$ cat config.mk
export PLATFORM = sky130hd
export DESIGN_NAME = instr_fetch_unit_flat
export DESIGN_NICKNAME = d
export VERILOG_FILES = /design/src/rtl/instr_fetch_unit_if.sv /design/src/rtl/instr_fetch_unit.sv /design/src/flat_wrapper.sv
export SDC_FILE = /design/constraint.sdc
export NUM_CORES = 1
export LEC_CHECK = 0
export BUFFER_PORTS_ARGS = -buffer_cell sky130_fd_sc_hd__clkbuf_2
export CAP_MARGIN = 40
export CORE_ASPECT_RATIO = 0.8
export CORE_UTILIZATION = 54
export DETAILED_ROUTE_END_ITERATION = 10
export GPL_ROUTABILITY_DRIVEN = 0
export PLACE_DENSITY = 0.88
export SYNTH_ARGS = -nofsm -noshare
export SYNTH_HDL_FRONTEND = slang
export SYNTH_SLANG_ARGS = --single-unit
$ cat constraint.sdc
create_clock -name clk -period 7.2 [get_ports clk]
set_input_delay 0 -clock clk [delete_from_list [all_inputs] [get_ports clk]]
set_output_delay 0 -clock clk [all_outputs]
set_load 0.03 [all_outputs]
$ cat src/rtl/instr_fetch_unit_if.sv
// rtl/instr_fetch_unit_if.sv - instruction memory req/ready fetch bus
interface instr_fetch_unit_if #(
  parameter int XLEN = 32
);
  logic            imem_req;
  logic [XLEN-1:0] imem_addr;
  logic [31:0]     imem_rdata;
  logic            imem_ready;

  modport master (
    output imem_req,
    output imem_addr,
    input  imem_rdata,
    input  imem_ready
  );

  modport slave (
    input  imem_req,
    input  imem_addr,
    output imem_rdata,
    output imem_ready
  );
endinterface

$ cat src/rtl/instr_fetch_unit.sv
// rtl/instr_fetch_unit.sv - PC owner and fetch stage feeding control_unit
// Alternates FETCH/EXEC; a misaligned next PC parks the unit in TRAP until reset.
module instr_fetch_unit #(
  parameter int              XLEN     = 32,
  parameter logic [XLEN-1:0] RESET_PC = '0
) (
  input  logic                clk,
  input  logic                rst_n,
  instr_fetch_unit_if.master  imem,
  input  logic                branch,
  input  logic                zero,
  input  logic [XLEN-1:0]     imm,
  input  logic                stall,
  output logic [31:0]         instr,
  output logic [6:0]          opcode,
  output logic                instr_valid,
  output logic [XLEN-1:0]     pc,
  output logic [XLEN-1:0]     pc_plus4,
  output logic                misaligned
);

  typedef enum logic [1:0] {
    IDLE  = 2'd0,
    FETCH = 2'd1,
    EXEC  = 2'd2,
    TRAP  = 2'd3
  } state_t;

  localparam logic [XLEN-1:0] PC_STEP = XLEN'(4);

  state_t          state_q, state_d;
  logic [XLEN-1:0] pc_q, pc_d;
  logic [31:0]     instr_q, instr_d;
  logic [XLEN-1:0] next_pc;

  always_ff @(posedge clk or negedge rst_n) begin
    if (!rst_n) begin
      state_q <= IDLE;
      pc_q    <= RESET_PC;
      instr_q <= '0;
    end else begin
      state_q <= state_d;
      pc_q    <= pc_d;
      instr_q <= instr_d;
    end
  end

  // Both adds wrap modulo 2^XLEN; the carry out is deliberately dropped.
  assign next_pc = (branch & zero) ? (pc_q + imm) : (pc_q + PC_STEP);

  always_comb begin
    state_d = state_q;
    pc_d    = pc_q;
    instr_d = instr_q;
    case (state_q)
      IDLE: state_d = FETCH;
      FETCH: begin
        if (imem.imem_ready) begin
          instr_d = imem.imem_rdata;
          state_d = EXEC;
        end
      end
      EXEC: begin
        if (!stall) begin
          if (next_pc[1:0] == 2'b00) begin
            pc_d    = next_pc;
            state_d = FETCH;
          end else begin
            state_d = TRAP;
          end
        end
      end
      TRAP:    state_d = TRAP;
      default: state_d = IDLE;
    endcase
  end

  // Outputs decode registered state only, so they cannot glitch.
  assign imem.imem_req  = (state_q == FETCH);
  assign imem.imem_addr = pc_q;
  assign instr_valid    = (state_q == EXEC);
  assign misaligned     = (state_q == TRAP);
  assign instr          = instr_q;
  assign opcode         = instr_q[6:0];
  assign pc             = pc_q;
  assign pc_plus4       = pc_q + PC_STEP;

endmodule

$ cat src/flat_wrapper.sv
// flat-port wrapper written by rule: the top's interface ports become plain ports
module instr_fetch_unit_flat 
#(
  parameter int              XLEN     = 32,
  parameter logic [XLEN-1:0] RESET_PC = '0
)
  (clk, rst_n, branch, zero, imm, stall, instr, opcode, instr_valid, pc, pc_plus4, misaligned, imem_imem_req, imem_imem_addr, imem_imem_rdata, imem_imem_ready);
  instr_fetch_unit_if #(.XLEN(XLEN)) imem_i ();
  input  logic clk;
  input  logic rst_n;
  input  logic branch;
  input  logic zero;
  input  logic [XLEN-1:0] imm;
  input  logic stall;
  output logic [31:0] instr;
  output logic [6:0] opcode;
  output logic instr_valid;
  output logic [XLEN-1:0] pc;
  output logic [XLEN-1:0] pc_plus4;
  output logic misaligned;
  output wire logic [$bits(imem_i.imem_req)-1:0] imem_imem_req;
  output wire logic [$bits(imem_i.imem_addr)-1:0] imem_imem_addr;
  input wire logic [$bits(imem_i.imem_rdata)-1:0] imem_imem_rdata;
  input wire logic [$bits(imem_i.imem_ready)-1:0] imem_imem_ready;
  assign imem_imem_req = imem_i.imem_req;
  assign imem_imem_addr = imem_i.imem_addr;
  assign imem_i.imem_rdata = imem_imem_rdata;
  assign imem_i.imem_ready = imem_imem_ready;
  instr_fetch_unit #(.XLEN(XLEN), .RESET_PC(RESET_PC)) u_core (.clk(clk), .rst_n(rst_n), .imem(imem_i), .branch(branch), .zero(zero), .imm(imm), .stall(stall), .instr(instr), .opcode(opcode), .instr_valid(instr_valid), .pc(pc), .pc_plus4(pc_plus4), .misaligned(misaligned));
endmodule
==> results of run 1 <==
## through the flow
step | hold WS (ps) | instance area [µm²] | cells
after global placement | 216 | 6080 | 873
after global routing | 241 | 6790 | 925
after floorplan | -296 | 5270 | 614
final | 205 | 6790 | 925
after CTS | 199 | 6790 | 925
after detailed placement | 232 | 6110 | 874
## cells by family (layout without fill, tap and decap cells)
kind of cell             count (synthesis)  count (layout)  synth area share
XOR/XNOR                                51              51            0.0847
multiplexers                            35              35            0.0740
AND/OR/NAND/NOR                        171             171             0.153
adder cells (fa/ha/maj)                 33              33            0.0797
AO/OA/AOI/OAI                          179             179             0.210
buffers and inverters                   79             275            0.0854
flip-flops                              66              66             0.313
## state kept, by name, summed over array words and instances (netlist names)
register	count
u_core.imem.imem_addr	32
u_core.instr	32
u_core.state_q	2
## where the power goes
group / total (mW) / switching [mW] / internal (mW)
clock: 0.480 / 0.174 / 0.305
combinational: 1.10 / 0.737 / 0.363
sequential: 0.585 / 0.119 / 0.466
## Yosys cell counts, types with 7 or more instances
cell / count / area share
a21o_1: 14 / 0.020
nand3_1: 20 / 0.019
nand4_1: 7 / 0.0083
nor2_1: 42 / 0.030
inv_1: 12 / 0.0085
nand2_1: 56 / 0.040
buf_4: 41 / 0.058
xnor2_1: 33 / 0.055
mux2_2: 32 / 0.068
clkbuf_1: 24 / 0.017
nor3_1: 11 / 0.010
ha_1: 32 / 0.076
o21ai_0: 40 / 0.038
a21oi_1: 58 / 0.055
and2_1: 7 / 0.0083
o21a_1: 7 / 0.010
a211oi_1: 11 / 0.016
xor2_1: 18 / 0.030
dfrtp_1: 66 / 0.31
## path summary, 6_finish.rpt
| check | cells past startpoint | slack [ps] | startpoint | to |
|---|---|---|---|---|
| worst max-delay path | 11 | 3550 | u_core.imem.imem_addr[0] | u_core.imem.imem_addr[30] |
| worst min-delay path | 4 | 210 | imm[29] | u_core.imem.imem_addr[29] |
| worst max register to register | 11 | 3550 | u_core.imem.imem_addr[0] | u_core.imem.imem_addr[30] |
| worst min register to register | 1 | 510 | u_core.instr[24] | u_core.instr[24] |
| max in group asynchronous | 3 | 6170 | rst_n | u_core.instr[12] |
| min in group asynchronous | 3 | 410 | rst_n | u_core.imem.imem_addr[15] |
## metal layers
metal  track usage  vias up  share of wire
met4         0.132        0          0.030
met5             0        -              0
met1         0.383     2603           0.39
met3        0.0604       50          0.079
met2         0.564      307           0.50
li1              -     2559              -
## critical path: cells and delay by family, from the launching register on
family / cells / cell delay, ps
AO/OA/AOI/OAI: 7 / 1950
adder cells (fa/ha/maj): 2 / 700
flip-flops: 1 / 440
AND/OR/NAND/NOR: 2 / 450
## cell type report
type                       count  area (µm²)
clock buffer                   9         225
clock inverter                 7         101
fill                         635        2480
inverter                      12        45.0
multi-input combinational    469        3180
sequential                    66        1650
tap                          115         144
timing repair buffer         247        1440
==> results.json, run 1 <==
{
  "status": "finished clean",
  "remaining_drc_errors": 0,
  "slew_violations": 0,
  "holdBufCountCts": 35,
  "areaGrowthSynthToFinish_pct": 28.7,
  "cts_root_buf": "clkbuf_16",
  "maxSlewHeadroom": 0.409,
  "ir_drop_mv": 0.141,
  "grt_pass1_vias": 5354,
  "dieArea_um2": 10200,
  "worst_slack_ps": 3550,
  "antenna_found_initial": 0,
  "power.total_mw": 2.16,
  "synthArstFlopShare": 1.00,
  "cts_buffers": 9,
  "synth_nets": 717,
  "synth_cells": 614,
  "crit_path_start_kind": "flip-flop",
  "grtUsageTotal": 0.320,
  "hpwl_um": 11400,
  "routed_wl_um": 16400,
  "avgSynthCellArea_um2": 8.59,
  "tritoncts": "done",
  "worstPathCellList": "ha_1 > fa_1 > a211oi_1 > o21bai_1 > a31oi_1 > o221ai_1 > a41oi_1 > a211oi_1 > or3b_1 > a21oi_1 > nor3_1",
  "die_w_um": 112,
  "drt_first_pass_iters": 5,
  "maxCapViolCount": 0,
  "finalCritPeriodShare": 0.507,
  "drtAntennaViolNets": 0,
  "skew_ps": 6.80,
  "path_common_cell": "a211oi_1",
  "grt_first_pass_wirelength_um": 26200,
  "layout_commonest_cell": "clkbuf_2",
  "ys_seq_elements": 66,
  "ys.flop_type": "dfrtp_1",
  "vias_per_cell": 5.97,
  "crit_type": "reg -> reg",
  "crit_fanout": 6,
  "postCtsResizedCells": 0,
  "post-route-util": 0.732,
  "setup_tns_ps": 0,
  "nNetsFinal": 908,
  "clkTransAtPathRegs_ps": 60,
  "ys_types": 58,
  "hold_viol": 0,
  "yosys_warnings": 0,
  "gr-total-overflow": 0,
  "synth_edf_count": 0,
  "grt_max_degree": 67,
  "hp-class": "in -> reg",
  "leakagePower_nw": 3.39,
  "postCtsSetupRepairBufs": 0,
  "coreArea_um2": 9270,
  "diodes": 0,
  "rows": 31,
  "ys_seq_area_frac": 0.313,
  "final_cell_mix": "206 x clkbuf_2, 66 x dfrtp_1, 58 x a21oi_1, 56 x nand2_1, 42 x nor2_1",
  "port_buffers": 207,
  "first_iter_violations": 649,
  "clk_path_buf_depth": 2,
  "cts_max_level": 3,
  "setup_viol": 0,
  "arrival_ps": 3860,
  "fmax_ghz": 0.274,
  "pre_cts_ws_ps": 3670,
  "clock-sinks": 66,
  "worstSkewPairLatency_ps": 330,
  "wl_per_cell_um": 17.7,
  "tightestPinTransition_ps": 887,
  "powerDensity_nw_per_um2": 319,
  "crit_required_ps": 7410,
  "die_height_um": 90.4,
  "rsz0062_at_grt": "false",
  "crit_path_top_delay_cell": "a41oi_1",
  "max_stage_delay_ps": 530,
  "vias": 5519,
  "period_needed_ps": 3650,
  "ios": 208,
  "initial_utilization": 0.569,
  "syn_area_um2": 5270,
  "layout-drive-gt1-share": 0.330,
  "setup.worst_path.end_class": "flip-flop"
}
(Power assumes the default switching activity.)
==> run 2: changes to the inputs <==
--- a/config.mk
+++ b/config.mk
@@ -8,10 +8,10 @@
 export BUFFER_PORTS_ARGS = -buffer_cell sky130_fd_sc_hd__clkbuf_2
 export CAP_MARGIN = 40
 export CORE_ASPECT_RATIO = 0.8
-export CORE_UTILIZATION = 54
+export CORE_UTILIZATION = 50
 export DETAILED_ROUTE_END_ITERATION = 10
 export GPL_ROUTABILITY_DRIVEN = 0
-export PLACE_DENSITY = 0.88
+export PLACE_DENSITY = 0.82
 export SYNTH_ARGS = -nofsm -noshare
 export SYNTH_HDL_FRONTEND = slang
 export SYNTH_SLANG_ARGS = --single-unit
==> constraint.sdc (replaced) <==
create_clock -name clk -period 3.5 [get_ports clk]
set_input_delay 0 -clock clk [delete_from_list [all_inputs] [get_ports clk]]
set_output_delay 0 -clock clk [all_outputs]
set_load 0.03 [all_outputs]
==> run 2 against run 1 <==
Compared with the run above:
- clock skew rose by 3.4 ps
- flip-flop and latch count did not move
- via count rose by 0.98%
- count of clock-buffer cells in the layout did not move
- core utilization fell by 6.6 points
- largest cell class unchanged
- sequential share of layout area fell by 0.13 points
- cell area rose by 0.53%
==> results.json, run 2 (same netlist as run 1, synthesis figures left out) <==
{
  "die_height_um": 93.9,
  "worst_slack_ps": 154,
  "ir_drop_mv": 0.286,
  "clkTransAtPathRegs_ps": 60,
  "n_fill_cell": 842,
  "cts_max_level": 3,
  "antenna_found_initial": 0,
  "grt_pass1_vias": 5124,
  "wl_per_cell_um": 17.5,
  "clock-sinks": 66,
  "remaining_drc_errors": 0,
  "maxSlewHeadroom": 0.493,
  "crit_type": "reg -> reg",
  "vias": 5573,
  "drt_first_pass_iters": 5,
  "max_stage_delay_ps": 440,
  "status": "finished clean",
  "r2r_start": "u_core.imem.imem_addr[0]",
  "hold_viol": 0,
  "grt_use_met1": 0.380,
  "first_iter_violations": 503,
  "clk_path_buf_depth": 2,
  "dieArea_um2": 11000,
  "maxCapViolCount": 0,
  "tightestPinTransition_ps": 760,
  "regArea_um2": 1650,
  "skew_ps": 10.3,
  "power.total_mw": 4.33,
  "cts_root_buf": "clkbuf_16",
  "powerDensity_nw_per_um2": 635,
  "grt_util_met2": 0.502,
  "coreArea_um2": 10200,
  "hpwl_um": 11900,
  "fin_cells": 958,
  "arrival_ps": 3610,
  "areaGrowthSynthToFinish_pct": 29.4,
  "layout_commonest_cell": "clkbuf_2",
  "nNetsFinal": 915,
  "leakagePower_nw": 3.39,
  "pre_cts_ws_ps": 146,
  "crit_path_start_kind": "flip-flop",
  "cp-startpoint": "u_core.imem.imem_addr[0]",
  "fmax_ghz": 0.299,
  "gr-total-overflow": 0,
  "vias_per_cell": 5.82,
  "cts_buffers": 9,
  "worstSkewPairLatency_ps": 330,
  "final_cell_mix": "206 x clkbuf_2, 66 x dfrtp_1, 58 x a21oi_1, 56 x nand2_1, 42 x nor2_1",
  "finalCritPeriodShare": 0.956,
  "setup.worst_path.end_class": "flip-flop",
  "worstPathCellList": "ha_1 > fa_1 > a211oi_1 > o21bai_1 > a31oi_1 > o221ai_1 > a41oi_1 > buf_4 > o22ai_1 > a2111oi_2 > a211o_1",
  "grt_max_degree": 38,
  "hp-class": "in -> async",
  "routed_wl_um": 16800,
  "crit_fanout": 6,
  "grt_first_pass_wirelength_um": 25400,
  "crit_path_top_delay_cell": "dfrtp_1",
  "grt.busiest_layer": "met2",
  "slew_violations": 0,
  "tritoncts": "done",
  "ios": 208,
  "multiInputGateArea_um2": 3180,
  "drtAntennaViolNets": 0,
  "setup_viol": 0,
  "layout-drive-gt1-share": 0.337,
  "die_w_um": 117,
  "rows": 33,
  "grt_use_met3": 0.0632,
  "grtUsageTotal": 0.300,
  "initial_utilization": 0.515,
  "crit_required_ps": 3760,
  "placed_cells": 906,
  "period_needed_ps": 3350,
  "port_buffers": 207
}
## run 2: critical path: cells and delay by family, from the launching register on
| family | cells | cell delay [ps] |
|---|---|---|
| compound gates | 8 | 1970 |
| fa+ha+maj | 2 | 700 |
| flops | 1 | 440 |
| buf+inv | 1 | 180 |
## run 2: layout make-up
cell class	count	area share
multi-input cells	469	0.466
flip-flops and latches	66	0.242
repair buffers	254	0.218
clock buffers	9	0.0330
well taps	140	0.0257
clock inverters	7	0.00770
inverters	12	0.00660
diodes	1	0.000367
## run 2: through the flow
stage	area (µm²)	hold WS, ps	TNS, ps	util
global placement	6170	160	0	0.602
CTS	6820	9.03	0	0.666
global route	6820	13.8	-27.2	0.666
finish	6820	20.7	0	0.666
detailed placement	6190	-190	0	0.604
floorplan	5270	-296	0	-
## run 2: metal layers
layer  share of wire  routed length, µm  vias to the layer above
met1            0.40               6750                     2635
met5               0                  0                        -
met3           0.084               1420                       34
met2            0.50               8310                      325
met4           0.018                306                        0
li1                -                  -                     2579
## run 2: path summary, 6_finish.rpt
check | endpoint | slack, ps | cells past startpoint
min in group clk | u_core.imem.imem_addr[29] | 210 | 4
hold reg to reg | u_core.instr[29] | 510 | 1
max in group asynchronous | u_core.imem.imem_addr[17] | 2600 | 4
setup / recovery | u_core.imem.imem_addr[26] | 150 | 11
hold / removal | u_core.instr[1] | 20 | 2
setup reg to reg | u_core.imem.imem_addr[26] | 150 | 11
## run 2: timing repair
| action | in CTS | in global routing |
|---|---|---|
| hold buffers | 35 | 0 |
| endpoints found under the setup margin | 0 | 1 |
| setup buffers | 0 | 0 |
| endpoints found under the hold margin | 71 | 0 |
| resized for setup | 0 | 2 |
## run 2: where the power goes
| group | internal [mW] | switching (mW) | leakage, nW |
|---|---|---|---|
| registers | 0.959 | 0.238 | 0.830 |
| clock network | 0.483 | 0.368 | 0.124 |
| logic | 0.762 | 1.52 | 2.44 |
| total | 2.20 | 2.13 | 3.39 |
==> run 3: changes to the inputs <==
--- a/config.mk
+++ b/config.mk
@@ -7,7 +7,7 @@
 export LEC_CHECK = 0
 export BUFFER_PORTS_ARGS = -buffer_cell sky130_fd_sc_hd__clkbuf_2
 export CAP_MARGIN = 40
-export CORE_ASPECT_RATIO = 0.8
+export CORE_ASPECT_RATIO = 1.2
 export CORE_UTILIZATION = 50
 export DETAILED_ROUTE_END_ITERATION = 10
 export GPL_ROUTABILITY_DRIVEN = 0
==> run 3 against run 2 <==
Compared with the run above:
- total power grew 2.5%
- clock skew shrank 4.3 ps
- combinational power is essentially flat
==> results.json, run 3 (same netlist as run 1, synthesis figures left out) <==
{
  "nNetsFinal": 913,
  "cts_buffers": 9,
  "skew_ps": 5.93,
  "grt_use_met1": 0.344,
  "tightestPinTransition_ps": 792,
  "min_from": "imm[29]",
  "hpwl_um": 11700,
  "grt_use_met3": 0.0671,
  "grtUsageTotal": 0.319,
  "die_w_um": 95.8,
  "rows": 40,
  "grt_util_met2": 0.547,
  "grt_max_degree": 38,
  "finalCritPeriodShare": 0.944,
  "first_iter_violations": 316,
  "worstSkewPairLatency_ps": 340,
  "cts_max_level": 3,
  "n_fill_cell": 798,
  "tritoncts": "done",
  "clkTransAtPathRegs_ps": 60,
  "setup_viol": 0,
  "maxCapViolCount": 0,
  "layout-drive-gt1-share": 0.335,
  "rrSetupSlack_ps": 200,
  "status": "finished clean",
  "clk_path_buf_depth": 2,
  "max_stage_delay_ps": 440,
  "vias_per_cell": 5.93,
  "crit_required_ps": 3710,
  "min_to": "u_core.imem.imem_addr[29]",
  "crit_buf_inv": 0,
  "grt_pass1_vias": 5504,
  "stdcell_area_um2": 6800,
  "port_buffers": 207,
  "placed_area_um2": 6140,
  "wl_per_cell_um": 18.4,
  "hp-class": "in -> reg",
  "holdPathStages": 4,
  "powerDensity_nw_per_um2": 653,
  "crit_type": "reg -> reg",
  "cp-startpoint": "u_core.imem.imem_addr[0]",
  "grt_first_pass_wirelength_um": 26800,
  "maxSlewHeadroom": 0.472,
  "drt_first_pass_iters": 5,
  "period_needed_ps": 3300,
  "r2r_end": "u_core.imem.imem_addr[30]",
  "setup_tns_ps": 0,
  "slew_violations": 0,
  "setup.worst_path.end_class": "flip-flop",
  "vias": 5585,
  "arrival_ps": 3520,
  "layout_commonest_cell": "clkbuf_2",
  "hold_viol": 0,
  "r2r_cells": 11,
  "final_cell_mix": "206 x clkbuf_2, 66 x dfrtp_1, 58 x a21oi_1, 56 x nand2_1, 42 x nor2_1",
  "ir_drop_mv": 0.278,
  "crit_path_start_kind": "flip-flop",
  "clock-sinks": 66,
  "crit_fanout": 6,
  "crit_path_top_delay_cell": "dfrtp_1",
  "path_common_cell": "a211oi_1",
  "remaining_drc_errors": 0,
  "gr-total-overflow": 0,
  "antenna_found_initial": 1,
  "ios": 208,
  "rsz0062_at_grt": "false",
  "drtAntennaViolNets": 0,
  "leakagePower_nw": 3.41,
  "grt.busiest_layer": "met2",
  "cts_root_buf": "clkbuf_16",
  "r2r_start": "u_core.imem.imem_addr[0]",
  "fmax_ghz": 0.303,
  "crit_family": "compound AO/OA/AOI/OAI gates",
  "coreArea_um2": 10100,
  "areaGrowthSynthToFinish_pct": 29.0,
  "worstPathCellList": "ha_1 > fa_1 > a211oi_1 > o21bai_1 > a31oi_1 > o221ai_1 > a41oi_2 > a211oi_1 > or3b_1 > a21oi_1 > nor3_1",
  "routed_wl_um": 17300,
  "die_height_um": 115,
  "multiInputGateArea_um2": 3190,
  "initial_utilization": 0.522,
  "post-route-util": 0.673,
  "regArea_um2": 1650,
  "dieArea_um2": 11000
}
==> run 3: through the flow <==
stage	cells	hold WS [ps]	worst slack [ps]	power, mW
5_1_grt	941	217	7.10	4.68
6_report	942	197	198	4.44
2_1_floorplan	614	-296	242	2.87
3_5_place_dp	890	88.7	176	3.40
4_1_cts	941	189	164	4.38
3_3_place_gp	890	70.7	314	3.35
==> run 3: worst max-delay path by stage <==
stage                                end  slack, ps  cells after the start
6_report       u_core.imem.imem_addr[30]        200                     11
5_1_grt        u_core.imem.imem_addr[26]          7                     10
4_1_cts        u_core.imem.imem_addr[30]        160                     11
3_5_place_dp   u_core.imem.imem_addr[30]        180                     11
3_3_place_gp   u_core.imem.imem_addr[30]        310                     11
2_1_floorplan  u_core.imem.imem_addr[30]        240                     11
==> run 3: what timing repair did <==
item	4_1_cts	5_1_grt
hold endpoints to repair	64	0
endpoints found under the setup margin	0	3
gates resized for setup	0	2
buffers inserted	0	0
hold buffers	35	0
==> run 3: layout make-up <==
type / instances / area share
multi-input combinational: 469 / 0.468
timing repair buffer: 252 / 0.215
tap: 126 / 0.0232
inverter: 12 / 0.00662
clock buffer: 9 / 0.0331
antenna: 1 / 0.000368
clock inverter: 7 / 0.0110
sequential: 66 / 0.243
==> run 3: tightest hold or removal path, delay by kind of cell <==
kind,cells,cell delay (ps)
compound gates,1,100
fa+ha+maj,1,210
buf+inv,1,90
xor+xnor,1,100
==> run 3: power breakdown <==
| part | internal (mW) | total, mW | switching, mW |
|---|---|---|---|
| combinational | 0.764 | 2.31 | 1.54 |
| clock | 0.558 | 0.936 | 0.378 |
| sequential | 0.959 | 1.20 | 0.240 |
==> run 3: routing by layer <==
metal,up-vias,part of all wire
met1,2629,0.36
met4,2,0.052
met2,306,0.52
met3,75,0.070
li1,2573,-
met5,-,0.00075
